<file path="src/rtl/result_pkt_serializer_pkg.sv">
// Shared constants for the result packet serializer: input type codes,
// wire type codes, word counts and FSM state encoding.
package result_pkt_serializer_pkg;

    localparam logic [2:0] PKT_TYPE_CMP_EQUAL       = 3'd1;
    localparam logic [2:0] PKT_TYPE_PROCESSING_DONE = 3'd2;

    localparam logic [7:0] OUTPKT_TYPE_CMP_EQUAL_DEF       = 8'hD4;
    localparam logic [7:0] OUTPKT_TYPE_PROCESSING_DONE_DEF = 8'hD2;
    localparam logic [7:0] VERSION_DEF                     = 8'h02;

    localparam logic [1:0] HDR_LAST       = 2'd3;
    localparam logic [1:0] CSUM_LAST      = 2'd1;
    localparam logic [1:0] BODY_LAST_CMP  = 2'd3;
    localparam logic [1:0] BODY_LAST_DONE = 2'd1;

    localparam logic [23:0] DATA_LEN_CMP  = 24'd8;
    localparam logic [23:0] DATA_LEN_DONE = 24'd4;

    localparam logic [2:0] ST_IDLE  = 3'd0;
    localparam logic [2:0] ST_HDR   = 3'd1;
    localparam logic [2:0] ST_HCSUM = 3'd2;
    localparam logic [2:0] ST_BODY  = 3'd3;
    localparam logic [2:0] ST_BCSUM = 3'd4;

endpackage

</file>
<file path="src/rtl/outpkt_checksum32.sv">
// 32-bit checksum accumulator fed 16-bit words, low word of each pair first;
// output is the bitwise inverse of the running sum.
module outpkt_checksum32 (
    input  logic        clk,
    input  logic        rst,
    input  logic        clr,
    input  logic        en,
    input  logic [15:0] din,
    output logic [31:0] csum
);

    logic [31:0] acc_q, acc_d;
    logic [15:0] lo_q, lo_d;
    logic        odd_q, odd_d;

    always_comb begin
        acc_d = acc_q;
        lo_d  = lo_q;
        odd_d = odd_q;
        if (clr) begin
            acc_d = '0;
            lo_d  = '0;
            odd_d = 1'b0;
        end else if (en) begin
            if (odd_q) begin
                acc_d = acc_q + {din, lo_q};
                odd_d = 1'b0;
            end else begin
                lo_d  = din;
                odd_d = 1'b1;
            end
        end
    end

    always_ff @(posedge clk or posedge rst) begin
        if (rst) begin
            acc_q <= '0;
            lo_q  <= '0;
            odd_q <= 1'b0;
        end else begin
            acc_q <= acc_d;
            lo_q  <= lo_d;
            odd_q <= odd_d;
        end
    end

    assign csum = ~acc_q;

endmodule

</file>
<file path="src/rtl/result_pkt_serializer.sv">
// Serializes one captured result record into a 16-bit word packet with
// independent header and body checksums.
module result_pkt_serializer
    import result_pkt_serializer_pkg::*;
#(
    parameter int          HASH_NUM_MSB                = 15,
    parameter logic [7:0]  VERSION                     = VERSION_DEF,
    parameter logic [7:0]  OUTPKT_TYPE_CMP_EQUAL       = OUTPKT_TYPE_CMP_EQUAL_DEF,
    parameter logic [7:0]  OUTPKT_TYPE_PROCESSING_DONE = OUTPKT_TYPE_PROCESSING_DONE_DEF
) (
    input  logic                  CLK,
    input  logic                  rst,
    input  logic                  wr_en,
    output logic                  full,
    input  logic [2:0]            pkt_type,
    input  logic [15:0]           pkt_id,
    input  logic [31:0]           gen_id,
    input  logic [15:0]           word_id,
    input  logic [31:0]           num_processed,
    input  logic [HASH_NUM_MSB:0] hash_num,
    output logic [15:0]           dout,
    input  logic                  rd_en,
    output logic                  empty,
    output logic                  err_type
);

    logic [2:0]            state_q, state_d;
    logic [1:0]            cnt_q, cnt_d;
    logic                  full_q, full_d;
    logic                  err_q, err_d;
    logic                  is_cmp_q, is_cmp_d;
    logic [15:0]           pkt_id_q, pkt_id_d;
    logic [31:0]           gen_id_q, gen_id_d;
    logic [15:0]           word_id_q, word_id_d;
    logic [31:0]           num_proc_q, num_proc_d;
    logic [HASH_NUM_MSB:0] hash_q, hash_d;

    logic        pop, accept, type_ok;
    logic        csum_clr, csum_en;
    logic [31:0] csum;
    logic [15:0] word;
    logic [15:0] hash_ext;
    logic [23:0] data_len;
    logic [7:0]  type_code;
    logic [1:0]  body_last;

    assign pop     = rd_en & (state_q != ST_IDLE);
    assign accept  = wr_en & ~full_q;
    assign type_ok = (pkt_type == PKT_TYPE_CMP_EQUAL)
                   | (pkt_type == PKT_TYPE_PROCESSING_DONE);

    always_comb begin
        is_cmp_d   = is_cmp_q;
        pkt_id_d   = pkt_id_q;
        gen_id_d   = gen_id_q;
        word_id_d  = word_id_q;
        num_proc_d = num_proc_q;
        hash_d     = hash_q;
        err_d      = err_q;
        if (accept) begin
            is_cmp_d   = (pkt_type == PKT_TYPE_CMP_EQUAL);
            pkt_id_d   = pkt_id;
            gen_id_d   = gen_id;
            word_id_d  = word_id;
            num_proc_d = num_processed;
            hash_d     = hash_num;
            err_d      = err_q | ~type_ok;
        end
    end

    assign body_last = is_cmp_q ? BODY_LAST_CMP : BODY_LAST_DONE;

    always_comb begin
        state_d = state_q;
        cnt_d   = cnt_q;
        full_d  = full_q;
        case (state_q)
            ST_IDLE: begin
                cnt_d = '0;
                if (full_q) state_d = ST_HDR;
                if (accept && type_ok) full_d = 1'b1;
            end
            ST_HDR: if (pop) begin
                cnt_d = cnt_q + 2'd1;
                if (cnt_q == HDR_LAST) begin
                    state_d = ST_HCSUM;
                    cnt_d   = '0;
                end
            end
            ST_HCSUM: if (pop) begin
                cnt_d = cnt_q + 2'd1;
                if (cnt_q == CSUM_LAST) begin
                    state_d = ST_BODY;
                    cnt_d   = '0;
                end
            end
            ST_BODY: if (pop) begin
                cnt_d = cnt_q + 2'd1;
                if (cnt_q == body_last) begin
                    state_d = ST_BCSUM;
                    cnt_d   = '0;
                end
            end
            ST_BCSUM: if (pop) begin
                cnt_d = cnt_q + 2'd1;
                if (cnt_q == CSUM_LAST) begin
                    state_d = ST_IDLE;
                    cnt_d   = '0;
                    full_d  = 1'b0;
                end
            end
            default: begin
                state_d = ST_IDLE;
                cnt_d   = '0;
                full_d  = 1'b0;
            end
        endcase
    end

    always_comb begin
        hash_ext                 = '0;
        hash_ext[HASH_NUM_MSB:0] = hash_q;
        data_len  = is_cmp_q ? DATA_LEN_CMP : DATA_LEN_DONE;
        type_code = is_cmp_q ? OUTPKT_TYPE_CMP_EQUAL
                             : OUTPKT_TYPE_PROCESSING_DONE;
        word = '0;
        case (state_q)
            ST_HDR: begin
                case (cnt_q)
                    2'd0:    word = {type_code, VERSION};
                    2'd1:    word = data_len[15:0];
                    2'd2:    word = {8'h00, data_len[23:16]};
                    default: word = pkt_id_q;
                endcase
            end
            ST_HCSUM, ST_BCSUM: word = cnt_q[0] ? csum[31:16] : csum[15:0];
            ST_BODY: begin
                if (is_cmp_q) begin
                    case (cnt_q)
                        2'd0:    word = word_id_q;
                        2'd1:    word = gen_id_q[15:0];
                        2'd2:    word = gen_id_q[31:16];
                        default: word = hash_ext;
                    endcase
                end else begin
                    word = cnt_q[0] ? num_proc_q[31:16] : num_proc_q[15:0];
                end
            end
            default: word = '0;
        endcase
    end

    // header sum is held through HCSUM, then cleared for the body
    assign csum_en  = pop & ((state_q == ST_HDR) | (state_q == ST_BODY));
    assign csum_clr = (state_q == ST_IDLE)
                    | (pop & (state_q == ST_HCSUM) & (cnt_q == CSUM_LAST));

    outpkt_checksum32 u_csum (
        .clk  (CLK),
        .rst  (rst),
        .clr  (csum_clr),
        .en   (csum_en),
        .din  (word),
        .csum (csum)
    );

    always_ff @(posedge CLK or posedge rst) begin
        if (rst) begin
            state_q    <= ST_IDLE;
            cnt_q      <= '0;
            full_q     <= 1'b0;
            err_q      <= 1'b0;
            is_cmp_q   <= 1'b0;
            pkt_id_q   <= '0;
            gen_id_q   <= '0;
            word_id_q  <= '0;
            num_proc_q <= '0;
            hash_q     <= '0;
        end else begin
            state_q    <= state_d;
            cnt_q      <= cnt_d;
            full_q     <= full_d;
            err_q      <= err_d;
            is_cmp_q   <= is_cmp_d;
            pkt_id_q   <= pkt_id_d;
            gen_id_q   <= gen_id_d;
            word_id_q  <= word_id_d;
            num_proc_q <= num_proc_d;
            hash_q     <= hash_d;
        end
    end

    assign full     = full_q;
    assign empty    = (state_q == ST_IDLE);
    assign dout     = word;
    assign err_type = err_q;

endmodule

</file>
<file path="config.mk">
export PLATFORM = sky130hd
export DESIGN_NAME = result_pkt_serializer
export DESIGN_NICKNAME = d
export VERILOG_FILES = /design/src/rtl/result_pkt_serializer_pkg.sv /design/src/rtl/outpkt_checksum32.sv /design/src/rtl/result_pkt_serializer.sv
export SDC_FILE = /design/constraint.sdc
export NUM_CORES = 1
export LEC_CHECK = 0
export BUFFER_PORTS_ARGS = -buffer_cell sky130_fd_sc_hd__buf_2
export CAP_MARGIN = 40
export CORE_MARGIN = 1.5
export CORE_UTILIZATION = 30
export DETAILED_ROUTE_END_ITERATION = 10
export GPL_ROUTABILITY_DRIVEN = 0
export PLACE_DENSITY = 0.54
export SLEW_MARGIN = 20
export SYNTH_ARGS = -nofsm -noshare
export SYNTH_HDL_FRONTEND = slang
export SYNTH_SLANG_ARGS = --single-unit
</file>
<file path="constraint.sdc">
create_clock -name CLK -period 7.9 [get_ports CLK]
set_clock_uncertainty 0.1 [all_clocks]
set_input_delay 1.58 -clock CLK [delete_from_list [all_inputs] [get_ports CLK]]
set_output_delay 1.58 -clock CLK [all_outputs]
set_load 0.02 [all_outputs]
</file>
==> impl_metrics.py, run 1 <==
metrics = {
    "final_layout": {
        "final_layout_size_suffix_gt1_frac": 0.356,
        "layoutNonFillerInstCount": 1345,
        "stdcell_area_um2": 10900,
        "final_nets": 1095,
        "layout.core_utilization": 0.366,
        "fillerInstances": 2991,
        "area_growth_from_synthesis_to_layout_pct": 18.8,
    },
    "synth": {
        "yosysWarningCount": 0,
        "synth.avg_cell_area_um2": 11.2,
        "synth.top_cells.by_area": "dfrtp_1 (46%), mux2_2 (16%), ha_1 (4.8%)",
        "ys_seq_elements": 169,
        "netlist.area_leader.share": 0.460,
        "postSynth.asyncResetShare": 1.00,
        "syn_nets": 979,
        "synth_cell_types": 65,
        "yosysTopAreaCell": "dfrtp_1",
        "synth.cell_area_um2": 9200,
        "yosysSeqAreaShare": 0.460,
        "syn-instance-count": 824,
        "ys_top_cells_by_count": "dfrtp_1 (169), mux2_2 (129), nand2_1 (68)",
        "synth.most_common_cell": "dfrtp_1",
        "count_of_flip_flops_with_a_built_in_enable_after_synthesis": 0,
        "synth_flop_cell": "dfrtp_1",
    },
    "route": {
        "postRouteAntennaNets": 0,
        "total_length_of_routed_wires_um": 26300,
        "drt_iter0_markers": 473,
        "avgViaCountPerCell": 5.21,
        "drt_pass1_iterations": 6,
        "route.vias.total": 7005,
        "avgRoutedWirePerCell_um": 19.6,
        "post-route-drc-count": 0,
    },
    "sta": {
        "slew_viol_final": 0,
        "post-route-period-util": 0.657,
        "fin_ws_ps": 2710,
        "setup_viol_count_final": 0,
        "max-slew-margin-rel": 0.458,
        "fin_crit_ps": 5190,
        "tightest_slew_ps": 813,
        "rsz_0062_raised_after_global_routing": "false",
        "hold_violations": 0,
        "max_clock_freq_ghz": 0.193,
        "setup-tns-final_ps": 0,
    },
    "clock_tree": {
        "largest_buffer_count_on_any_clock_path": 2,
        "cts_tree": "done",
        "postCtsHoldBufs": 0,
        "clock_sinks": 169,
        "clk_pin_slew_ps": 60,
        "cts_repair_resize_count": 0,
        "h-tree-depth": 4,
        "cts_buffers": 17,
        "clock_latency_ps": 440,
        "clock_root_buffer": "clkbuf_16",
        "cts.repair_timing.setup_buffer_count": 0,
    },
    "global_route": {
        "grtUsageTotal": 0.174,
        "grt_pass1_wl_um": 41400,
        "grt.overflow.total": 0,
        "grt_start_max_net_pins": 61,
        "first_global_vias": 7077,
        "antenna_found_initial": 2,
    },
    "power": {
        "power_per_cell_area_nw_per_um2": 431,
        "vdd_ir_drop_max_v": 0.000160,
        "static-leakage-power_nw": 4.97,
    },
    "worst_setup_path": {
        "reg2reg_setup_slack_ps": 2930,
        "critical_path.startpoint_type": "flip-flop",
        "setup.worst_path.class": "flip-flop to primary output",
        "worst_ep_required_time_ps": 6220,
        "crit_arrival_ps": 3510,
        "worst_r2r_path_depth": 17,
        "worstPathMaxFanout": 32,
        "end_kind": "primary output",
        "r2r_start": "cnt_q[0]",
        "reg2reg_to": "u_csum.acc_q[31]",
    },
    "place": {
        "placed_cells_incl_taps": 1311,
        "dp.final_hpwl_um": 19300,
        "port_buffers": 137,
        "total_cell_area_at_the_placement_stage_um2": 10300,
        "preCtsSetupSlack_ps": 2950,
    },
    "worst_hold_path": {
        "hold_path.startpoint": "err_type",
        "worst_hold_path_type": "flip-flop to flip-flop",
        "whs_path_depth": 1,
        "min_to": "err_type",
    },
    "floorplanning": {
        "rows": 63,
        "fp.dieArea_um2": 31700,
        "fp.coreArea_um2": 29900,
        "floorplan.io_pins": 138,
        "start_util": 0.308,
        "die_height_um": 178,
        "die_x_um": 178,
    },
    "job": {
        "drv.max_cap_violation_count": 0,
    },
    "status": {
        "status": "finished, final reports clean",
    },
}
-- per-stage QoR --
stage	power [mW]	hold slack (ps)
finish	4.71	372
global route	5.05	392
CTS	4.74	381
detailed placement	3.88	363
global placement	3.83	347
floorplan	3.17	345
-- layer usage --
| metal | global-route usage | vias to the layer above | part of all wire |
|---|---|---|---|
| met5 | 0 | - | 0 |
| met1 | 0.237 | 3467 | 0.46 |
| li1 | - | 3323 | - |
| met3 | 0.0377 | 33 | 0.051 |
| met2 | 0.273 | 182 | 0.46 |
| met4 | 0.0571 | 0 | 0.022 |
-- worst max-delay path: stages, from the launching register on --
cell and delay [ps]:
dfrtp_2 750, buf_16 250, ha_1 380, inv_2 320, nor2_1 440, buf_4 250
a22oi_1 90, o21ai_0 280, buf_2 290
-- kinds of logic (layout without fill, tap and decap cells) --
logic type / Yosys count / count (layout) / synth area share
adder cells (fa/ha/maj): 36 / 36 / 0.0498
XOR/XNOR: 30 / 30 / 0.0286
AND/OR/NAND/NOR: 137 / 137 / 0.0670
buffers and inverters: 62 / 191 / 0.0269
AO/OA/AOI/OAI: 245 / 245 / 0.193
flip-flops: 169 / 169 / 0.460
multiplexers: 145 / 145 / 0.175
other: 0 / 2 / 0
-- power by group --
group | internal, mW | total, mW | switching (mW)
Sequential | 1.27 | 1.59 | 0.323
Combinational | 0.989 | 2.28 | 1.29
Clock | 0.478 | 0.847 | 0.369
Total | 2.73 | 4.71 | 1.98
-- registers in the layout (all words and copies together), names as in the netlist --
register and count:
cnt_q 2, hash_ext 16, word_id_q 16, err_type 1, gen_id_q 32, u_csum.lo_q 16, u_csum.acc_q 32, u_csum.odd_q 1
full 1, is_cmp_q 1, num_proc_q 32, pkt_id_q 16, state_q 3
-- final cells by class --
class	count	area, µm²	share of cell area
clock buffer	20	447	0.0409
clock inverter	12	139	0.0127
timing repair buffer	150	851	0.0778
tap	390	488	0.0446
multi-input combinational	593	4730	0.433
inverter	9	38.8	0.00355
antenna	2	5.00	0.000458
sequential	169	4230	0.387
-- cells in the final DEF (no fill, tap or decap), drive strengths merged, types with 4 or more instances in the layout --
cell      count
a211oi        9
a21o         18
a21oi        49
a222oi       18
a22o         22
a22oi        10
a31oi         9
and3          7
buf         150
clkbuf       20
clkinvlp      4
dfrtp       169
ha           35
inv          13
mux2        129
mux2i        16
nand2        68
nand3        12
nor2         25
nor2b         6
nor3          5
o211a        16
o21a          6
o21ai        59
o221ai        4
o22ai         4
or2           5
xnor2        16
xor2         14
-- how the worst max path moves through the flow --
stage / start / endpoint / depth (start not counted)
after floorplan: rst / cnt_q[0] / 1
after global placement: cnt_q[0] / u_csum.acc_q[27] / 13
after detailed placement: cnt_q[0] / u_csum.acc_q[31] / 17
after CTS: cnt_q[0] / dout[13] / 8
after global routing: cnt_q[0] / dout[13] / 8
final: cnt_q[0] / dout[0] / 8
(Power assumes the default switching activity.)
==> run 2: changes to the inputs <==
- clock period: 7.9 -> 4.8 ns (I/O delays scaled with it)
==> impl_metrics.py, run 2 (synthesis results as in run 1) <==
metrics = {
    "sta": {
        "slew_viol_final": 0,
        "fin_ws_ps": 440,
        "fin_crit_ps": 4360,
        "max_clock_freq_ghz": 0.229,
        "max-slew-margin-rel": 0.557,
        "setup-tns-final_ps": 0,
        "setup_viol_count_final": 0,
        "post-route-period-util": 0.908,
        "tightest_slew_ps": 665,
        "rsz_0062_raised_after_global_routing": "false",
        "hold_violations": 0,
        "fin_hold_ws_ps": 364,
    },
    "clock_tree": {
        "clock_sinks": 169,
        "cts.repair_timing.setup_buffer_count": 0,
        "largest_buffer_count_on_any_clock_path": 2,
        "postCtsHoldBufs": 0,
        "cts_repair_resize_count": 0,
        "clock_latency_ps": 430,
        "h-tree-depth": 4,
        "clock_root_buffer": "clkbuf_16",
        "cts_buffers": 17,
        "clk_pin_slew_ps": 70,
        "cts_tree": "done",
    },
    "power": {
        "power_switching_share": 0.412,
        "seqPwrFrac": 0.324,
        "static-leakage-power_nw": 5.09,
        "switchingPower_mw": 3.24,
        "share_of_power_burned_in_combinational_logic": 0.494,
        "vdd_ir_drop_max_v": 0.000334,
        "power_per_cell_area_nw_per_um2": 708,
        "p_clk_frac": 0.181,
        "internal-power_mw": 4.62,
    },
    "final_layout": {
        "leading_cell_type_in_the_layout_fill_and_taps_excluded": "dfrtp_1",
        "final_nets": 1116,
        "layout.core_utilization": 0.372,
        "final_layout_size_suffix_gt1_frac": 0.372,
        "stdcell_area_um2": 11100,
        "antenna_cells_inserted": 0,
        "multi_input_comb_area_um2": 4730,
        "sequential_cell_area_um2": 4230,
        "reg.largest.list": "gen_id_q (32), num_proc_q (32), u_csum.acc_q (32)",
        "area_growth_from_synthesis_to_layout_pct": 20.7,
        "mostFrequentLayoutCells": "dfrtp_1 (168), buf_2 (137), mux2_2 (129), nand2_1 (68), a21oi_1 (47)",
        "fillerInstances": 2964,
    },
    "worst_hold_path": {
        "whs_path_depth": 1,
        "min_to": "err_type",
        "worst_hold_path_type": "flip-flop to flip-flop",
        "hold_path.startpoint": "err_type",
    },
    "job": {
        "drv.max_cap_violation_count": 0,
    },
    "worst_setup_path": {
        "worst_ep_required_time_ps": 5010,
        "end_kind": "flip-flop",
        "critical_path.startpoint_type": "flip-flop",
        "reg2reg_setup_slack_ps": 440,
        "worstPathMaxFanout": 16,
        "crit_arrival_ps": 4570,
        "reg2reg_to": "u_csum.acc_q[31]",
        "r2r_start": "cnt_q[0]",
        "setup.worst_path.class": "flip-flop to flip-flop",
        "worst_r2r_path_depth": 18,
    },
    "route": {
        "avgRoutedWirePerCell_um": 19.4,
        "total_length_of_routed_wires_um": 26400,
        "route.vias.total": 7038,
        "drt_iter0_markers": 488,
        "drt_pass1_iterations": 8,
        "avgViaCountPerCell": 5.16,
        "postRouteAntennaNets": 0,
        "post-route-drc-count": 0,
    },
    "global_route": {
        "grt_pass1_wl_um": 41700,
        "grt.overflow.total": 0,
        "first_global_vias": 7157,
        "grtUsageTotal": 0.174,
        "grt_start_max_net_pins": 59,
        "antenna_found_initial": 0,
    },
    "place": {
        "dp.final_hpwl_um": 19800,
        "total_cell_area_at_the_placement_stage_um2": 10500,
        "preCtsSetupSlack_ps": 497,
        "port_buffers": 137,
    },
    "status": {
        "status": "finished, final reports clean",
    },
    "floorplanning": {
        "die_x_um": 178,
        "die_height_um": 178,
        "rows": 63,
        "floorplan.io_pins": 138,
        "start_util": 0.308,
        "fp.dieArea_um2": 31700,
        "fp.coreArea_um2": 29900,
    },
}
-- run 2: cell count changes in the layout (fill, tap and decap cells not counted), moves of 2 or more --
cell,delta
buf_4,+19
clkinvlp_4,-3
diode_2,-2
inv_6,-2
buf_6,+2
clkbuf_1,-2
buf_16,-3
clkinv_4,+4
buf_12,+4
-- run 2: layer usage --
layer	vias to the layer above	track usage	part of all wire
met1	3495	0.241	0.47
met2	174	0.279	0.47
met3	16	0.0330	0.051
met4	0	0.0431	0.010
met5	-	0	0
li1	3353	-	-
-- run 2: layout make-up --
cell class,instances,area share
Clock buffer,19,0.0408
Clock inverter,13,0.0147
Inverter,9,0.00338
Multi-Input combinational cell,593,0.426
Sequential cell,169,0.381
Tap cell,390,0.0440
Timing Repair Buffer,171,0.0899
-- run 2: power by group through the flow --
stage / clock network (mW) / logic [mW] / registers [mW]
after CTS: 1.46 / 3.91 / 2.55
after floorplan: 0 / 2.84 / 2.38
after detailed placement: 0 / 3.88 / 2.57
final: 1.43 / 3.89 / 2.55
after global routing: 1.53 / 4.29 / 2.64
after global placement: 0 / 3.84 / 2.57
-- run 2: metrics by stage --
step | instances | total power [mW]
detailed placement | 1330 | 6.45
finish | 1364 | 7.86
global placement | 1328 | 6.41
CTS | 1362 | 7.91
global route | 1364 | 8.46
floorplan | 824 | 5.22
-- run 2: worst max-delay path, stage by stage, from the launching register on --
cell      delay, ps
dfrtp_2         410
buf_4           180
ha_1            290
buf_4           240
a222oi_1        300
nand2_1          90
o211a_1         110
a21oi_1         150
o21ai_0         170
ha_1            500
a211oi_1        120
o21bai_1        210
a211oi_1        110
o21ai_1         240
o22ai_1         130
a31o_2          270
and3_1          180
o41ai_1         330
o21ai_1         110
-- run 2: how the worst max path moves through the flow --
stage                         from          endpoint  slack [ps]  cells after the start
after floorplan           cnt_q[0]  u_csum.acc_q[31]          10                     23
after global placement    cnt_q[1]  u_csum.acc_q[23]         500                     15
after detailed placement  cnt_q[0]  u_csum.acc_q[31]         500                     18
after CTS                 cnt_q[0]  u_csum.acc_q[31]         460                     18
after global routing      cnt_q[0]  u_csum.acc_q[31]         0.2                     18
final                     cnt_q[0]  u_csum.acc_q[31]         440                     18
